File: config.mk
export PLATFORM = sky130hd
export DESIGN_NAME = fu_issue_sched
export DESIGN_NICKNAME = d
export VERILOG_FILES = /design/src/rtl/fu_issue_sched_pkg.sv /design/src/rtl/fu_issue_sched_rr_arb3.sv /design/src/rtl/fu_issue_sched.sv
export SDC_FILE = /design/constraint.sdc
export NUM_CORES = 1
export LEC_CHECK = 0
export ABC_AREA = 1
export BUFFER_PORTS_ARGS = -buffer_cell sky130_fd_sc_hd__buf_2
export CORE_MARGIN = 2
export CORE_UTILIZATION = 49
export DETAILED_ROUTE_END_ITERATION = 8
export PLACE_DENSITY = 0.84
export SLEW_MARGIN = 10
export SYNTH_ARGS = -nofsm -noshare
export SYNTH_HDL_FRONTEND = slang
export SYNTH_HIERARCHICAL = 1
export SYNTH_SLANG_ARGS = --single-unit
File: constraint.sdc
create_clock -name clk -period 1.65 [get_ports clk]
set_input_delay 0.165 -clock clk [delete_from_list [all_inputs] [get_ports clk]]
set_output_delay 0.165 -clock clk [all_outputs]
set_load 0.01 [all_outputs]
File: src/rtl/fu_issue_sched_pkg.sv
// Shared processor defines: CDB source encoding, FU class indices and the
// default multiplier latency used by the issue scheduler.
package fu_issue_sched_pkg;

  localparam int unsigned MULT_LAT_DEF = 4;

  typedef enum logic [1:0] {
    CDB_NONE = 2'd0,
    CDB_ALU  = 2'd1,
    CDB_MEM  = 2'd2,
    CDB_MULT = 2'd3
  } cdb_src_e;

  // Round-robin pointer values; also the bit index of each class in req/gnt.
  typedef enum logic [1:0] {
    CLS_ALU  = 2'd0,
    CLS_MEM  = 2'd1,
    CLS_MULT = 2'd2
  } fu_cls_e;

endpackage

File: src/rtl/fu_issue_sched_rr_arb3.sv
// Three-way combinational round-robin pick: first requester at or after ptr
// in the order ALU(0) -> MEM(1) -> MULT(2), one-hot grant out.
module rr_arb3 (
  input  logic [2:0] req,
  input  logic [1:0] ptr,
  output logic [2:0] gnt
);

  logic [1:0] base;
  logic [5:0] req_dbl;
  logic [2:0] rot;
  logic [2:0] pick;
  logic [5:0] gnt_dbl;

  // Rotate so ptr sits at bit 0, take the lowest set bit, rotate back.
  always_comb begin
    base    = (ptr == 2'd3) ? 2'd0 : ptr;
    req_dbl = {req, req};
    rot     = req_dbl[base +: 3];
    pick    = rot & (~rot + 3'd1);
    gnt_dbl = {pick, pick} << base;
    gnt     = gnt_dbl[5:3];
  end

endmodule

File: src/rtl/fu_issue_sched.sv
// Issue scheduler for ALU/MEM/MULT functional units sharing one CDB: picks at
// most one issue per cycle and books CDB slots ahead for the multiplier.
module fu_issue_sched
  import fu_issue_sched_pkg::*;
#(
  parameter int unsigned MULT_LAT = MULT_LAT_DEF,
  parameter int unsigned CNT_W    = 16
) (
  input  logic             clk,
  input  logic             reset,
  input  logic             alu_rdy,
  input  logic             mem_rdy,
  input  logic             mult_rdy,
  input  logic             flush,
  input  logic             mem_wb_req,
  output logic             alu_free,
  output logic             mem_free,
  output logic             mult_free,
  output logic             mem_wb_gnt,
  output logic [1:0]       cdb_sel,
  output logic             mem_busy,
  output logic [CNT_W-1:0] cdb_stall_cnt
);

  logic [MULT_LAT-1:1] resv;
  logic [MULT_LAT-1:0] resv_ext;
  fu_cls_e             rr;
  cdb_src_e            cdb_q;
  logic                issue_ok;
  logic                slot1_taken;
  logic [2:0]          req;
  logic [2:0]          gnt;

  assign issue_ok    = !reset && !flush;
  assign mem_wb_gnt  = mem_wb_req && !resv[1] && issue_ok;
  assign slot1_taken = resv[1] || mem_wb_gnt;
  assign req         = {mult_rdy, mem_rdy && !mem_busy, alu_rdy && !slot1_taken};

  rr_arb3 u_arb (
    .req (req),
    .ptr (rr),
    .gnt (gnt)
  );

  assign alu_free  = gnt[CLS_ALU]  && issue_ok;
  assign mem_free  = gnt[CLS_MEM]  && issue_ok;
  assign mult_free = gnt[CLS_MULT] && issue_ok;
  assign cdb_sel   = cdb_q;

  // Shift toward slot 1 by dropping bit 0 of {new, resv}; valid for MULT_LAT=2 too.
  assign resv_ext = {mult_free, resv};

  always_ff @(posedge clk) begin
    if (reset) begin
      resv          <= '0;
      mem_busy      <= 1'b0;
      rr            <= CLS_ALU;
      cdb_q         <= CDB_NONE;
      cdb_stall_cnt <= '0;
    end else if (flush) begin
      resv     <= '0;
      mem_busy <= 1'b0;
      cdb_q    <= CDB_NONE;
    end else begin
      resv <= resv_ext[MULT_LAT-1:1];
      if (mem_free)
        mem_busy <= 1'b1;
      else if (mem_wb_gnt)
        mem_busy <= 1'b0;
      if (alu_free)
        rr <= CLS_MEM;
      else if (mem_free)
        rr <= CLS_MULT;
      else if (mult_free)
        rr <= CLS_ALU;
      if (resv[1])
        cdb_q <= CDB_MULT;
      else if (mem_wb_gnt)
        cdb_q <= CDB_MEM;
      else if (alu_free)
        cdb_q <= CDB_ALU;
      else
        cdb_q <= CDB_NONE;
      if (alu_rdy && slot1_taken && (cdb_stall_cnt != '1))
        cdb_stall_cnt <= cdb_stall_cnt + CNT_W'(1);
    end
  end

  a_cdb_no_collision: assert property (@(posedge clk) disable iff (reset)
    !(resv[1] && (alu_free || mem_wb_gnt)));

endmodule
==> metrics.txt <==
Avg Inst Size Synth 6.10 um^2; Post-synth top cells nand2_1, nor2_1, inv_1; Die Width 59.0 um; share of layout cells above drive strength 1 30.3%; setup TNS -1.50 ns; Vias per Instance 5.09; Netlist cell types 25; Mapped Cells 243; initial DRC count 95; Max Clock Skew 0.00284 ns; CTS sink cnt 24; Post-synth top flop dfxtp_1; gr ovfl total 0; Slew @ Worst Pin 0.412 ns; Tcrit/Tclk final 121%; unrepaired setup endpoints after global routing yes; Final Max Slew Viols 0; Initial Util 52.8%; die area 3480 um^2; Post-Syn Nets 251; initial antenna violation count 0; leakage 0.980 nW; Die Height 59.0 um; Peak VDD IR 0.000384 V; Mapped Area 1480 um^2; max_cap viols 0; pwr dens 696 nW/um^2; number of synthesized flops with an enable pin 0; clock buffer depth 2; final setup margin -0.351 ns; Clk Latency, worst-skew pair 0.32 ns; Core Util, Final 68.0%; Final ANT Viol Nets 0; Setup crit end kind output port; ant diodes 0; area of the multi-input gates 891 um^2; CP max FO 3; wl on met1 1700 um; relative slew slack 72.5%; Layout area overhead 28.8%; Yosys warnings 6; post-layout min period 2.00 ns; Layout fillers 230; Seq cells post-synth 24; Tot GR Track Use 21.8%; nets@finish 296; Worst Path Class, Setup register to output port; post-synthesis sequential area ratio 32.4%; cts bufs inserted 3; wire length on met3 167 um; Max Clk Rate 500 MHz; status complete, but fails checks; Yosys top cell area share 32.4%; top sig layer met4; PortBufs 29; Critical Path RT 1.48 ns; detailed placer's ending HPWL 2380 um; Setup crit start kind register; total core area 2810 um^2; failing checks DRC, setup timing; met2 wire len 1900 um; setup violators final 7; leading area contributor after synthesis dfxtp_1; I/O Pins 30; global-route wire length before repair 5890 um; largest cells by area after synthesis dfxtp_1, nand2_1, nor2_1, inv_1, nand3_1; Via Count 1619; Placer Congestion 0.792; row count 19; DRC violations left 1; H-tree depth 1; crit path DAT 1.84 ns; worst min path class primary input to register; CTS tree yes; wire per inst 12.1 um; Worst-path clk slew 0.13 ns; Total Routed Length 3850 um; TritonRoute pass-1 iters 6; storage element area 484 um^2; final hold violation count 0; root buffer cell clkbuf_4; top-count cell post-synth nand2_1; vias in the first global route 1424; largest net degree at the start of global routing 17; FFs w/ async S/R, synth 0%
==> placed cells by master, fill, tap and decap left out, drive strengths merged <==
master | synthesis | final
a211oi | 1 | 1
a21oi | 8 | 8
a31o | 1 | 1
a41oi | 1 | 1
buf | 1 | 41
bufinv | 0 | 1
clkbuf | 1 | 3
clkinv | 1 | 1
dfxtp | 24 | 24
ha | 1 | 1
inv | 48 | 48
nand2 | 67 | 67
nand3 | 26 | 27
nand4 | 2 | 2
nor2 | 55 | 55
nor3 | 2 | 2
o2111ai | 1 | 1
xor2 | 3 | 3
==> final timing paths <==
kind,from,endpoint,cells after the start,slack [ns]
worst max register to register,resv[1]$_SDFF_PP0_,rr[1]$_SDFFE_PP0P_,15,-0.19
worst min-delay path,reset,rr[1]$_SDFFE_PP0P_,2,0.04
worst min register to register,resv[2]$_SDFF_PP0_,resv[1]$_SDFF_PP0_,2,0.41
worst max-delay path,resv[1]$_SDFF_PP0_,alu_free,11,-0.35
==> state kept, by name, summed over array words and instances (netlist names) <==
signal	count
cdb_sel	2
cdb_stall_cnt	16
mem_busy	1
resv	3
rr	2
==> cell families after synthesis <==
logic type      count (synthesis)  share of synthesized area, %
simple gates                  152                          46.3
buf+inv                        51                          13.4
flops                          24                          32.4
compound gates                 12                          5.24
xor+xnor                        3                          1.77
fa+ha+maj                       1                         0.844
==> report_power, final <==
group          switching (W)  internal [W]
sequential         0.0000177      0.000593
clock               0.000186      0.000246
combinational       0.000171      0.000115
total               0.000374      0.000954
==> per-stage QoR <==
step                instance area, um^2  hold slack, ns  std cells  setup slack [ns]  total power [W]
CTS                                1820          0.0366        315            -0.211          0.00127
global placement                   1700           0.392        306            0.0248         0.000815
finish                             1910          0.0403        318            -0.351          0.00133
detailed placement                 1700           0.393        306           -0.0279         0.000819
global route                       1910          0.0372        318            -0.419          0.00137
floorplan                          1490           0.244        243            0.0121         0.000763
==> layout make-up <==
cell class | instances | area share (%)
Multi-Input combinational cell | 169 | 46.7
Tap cell | 31 | 2.03
Clock inverter | 1 | 1.57
Clock buffer | 3 | 1.18
Sequential cell | 24 | 25.4
Timing Repair Buffer | 41 | 13.5
Inverter | 49 | 9.64
==> layer usage <==
layer	GRT usage [%]	vias to the layer above
li1	-	831
met1	27.4	727
met2	38.4	50
met3	1.97	11
met4	8.12	0
met5	0	-
==> what timing repair did <==
item | in CTS | in global routing
gates cloned | 0 | 1
buffers inserted | 5 | 2
pin swaps | 3 | 12
setup endpoints to repair | 5 | 12
resized for setup | 11 | 19
hold buffers | 0 | 0
==> critical path, cell delays in order, from the launching register on <==
cell and delay [ns]:
dfxtp_2 0.37, inv_1 0.15, nand2_4 0.08, nor2_4 0.15
buf_6 0.11, nand4_1 0.11, nand2_2 0.11, nand2_1 0.08
nand2_1 0.08, inv_2 0.05, nor2_4 0.12, buf_6 0.12
(Power assumes the default switching activity.)
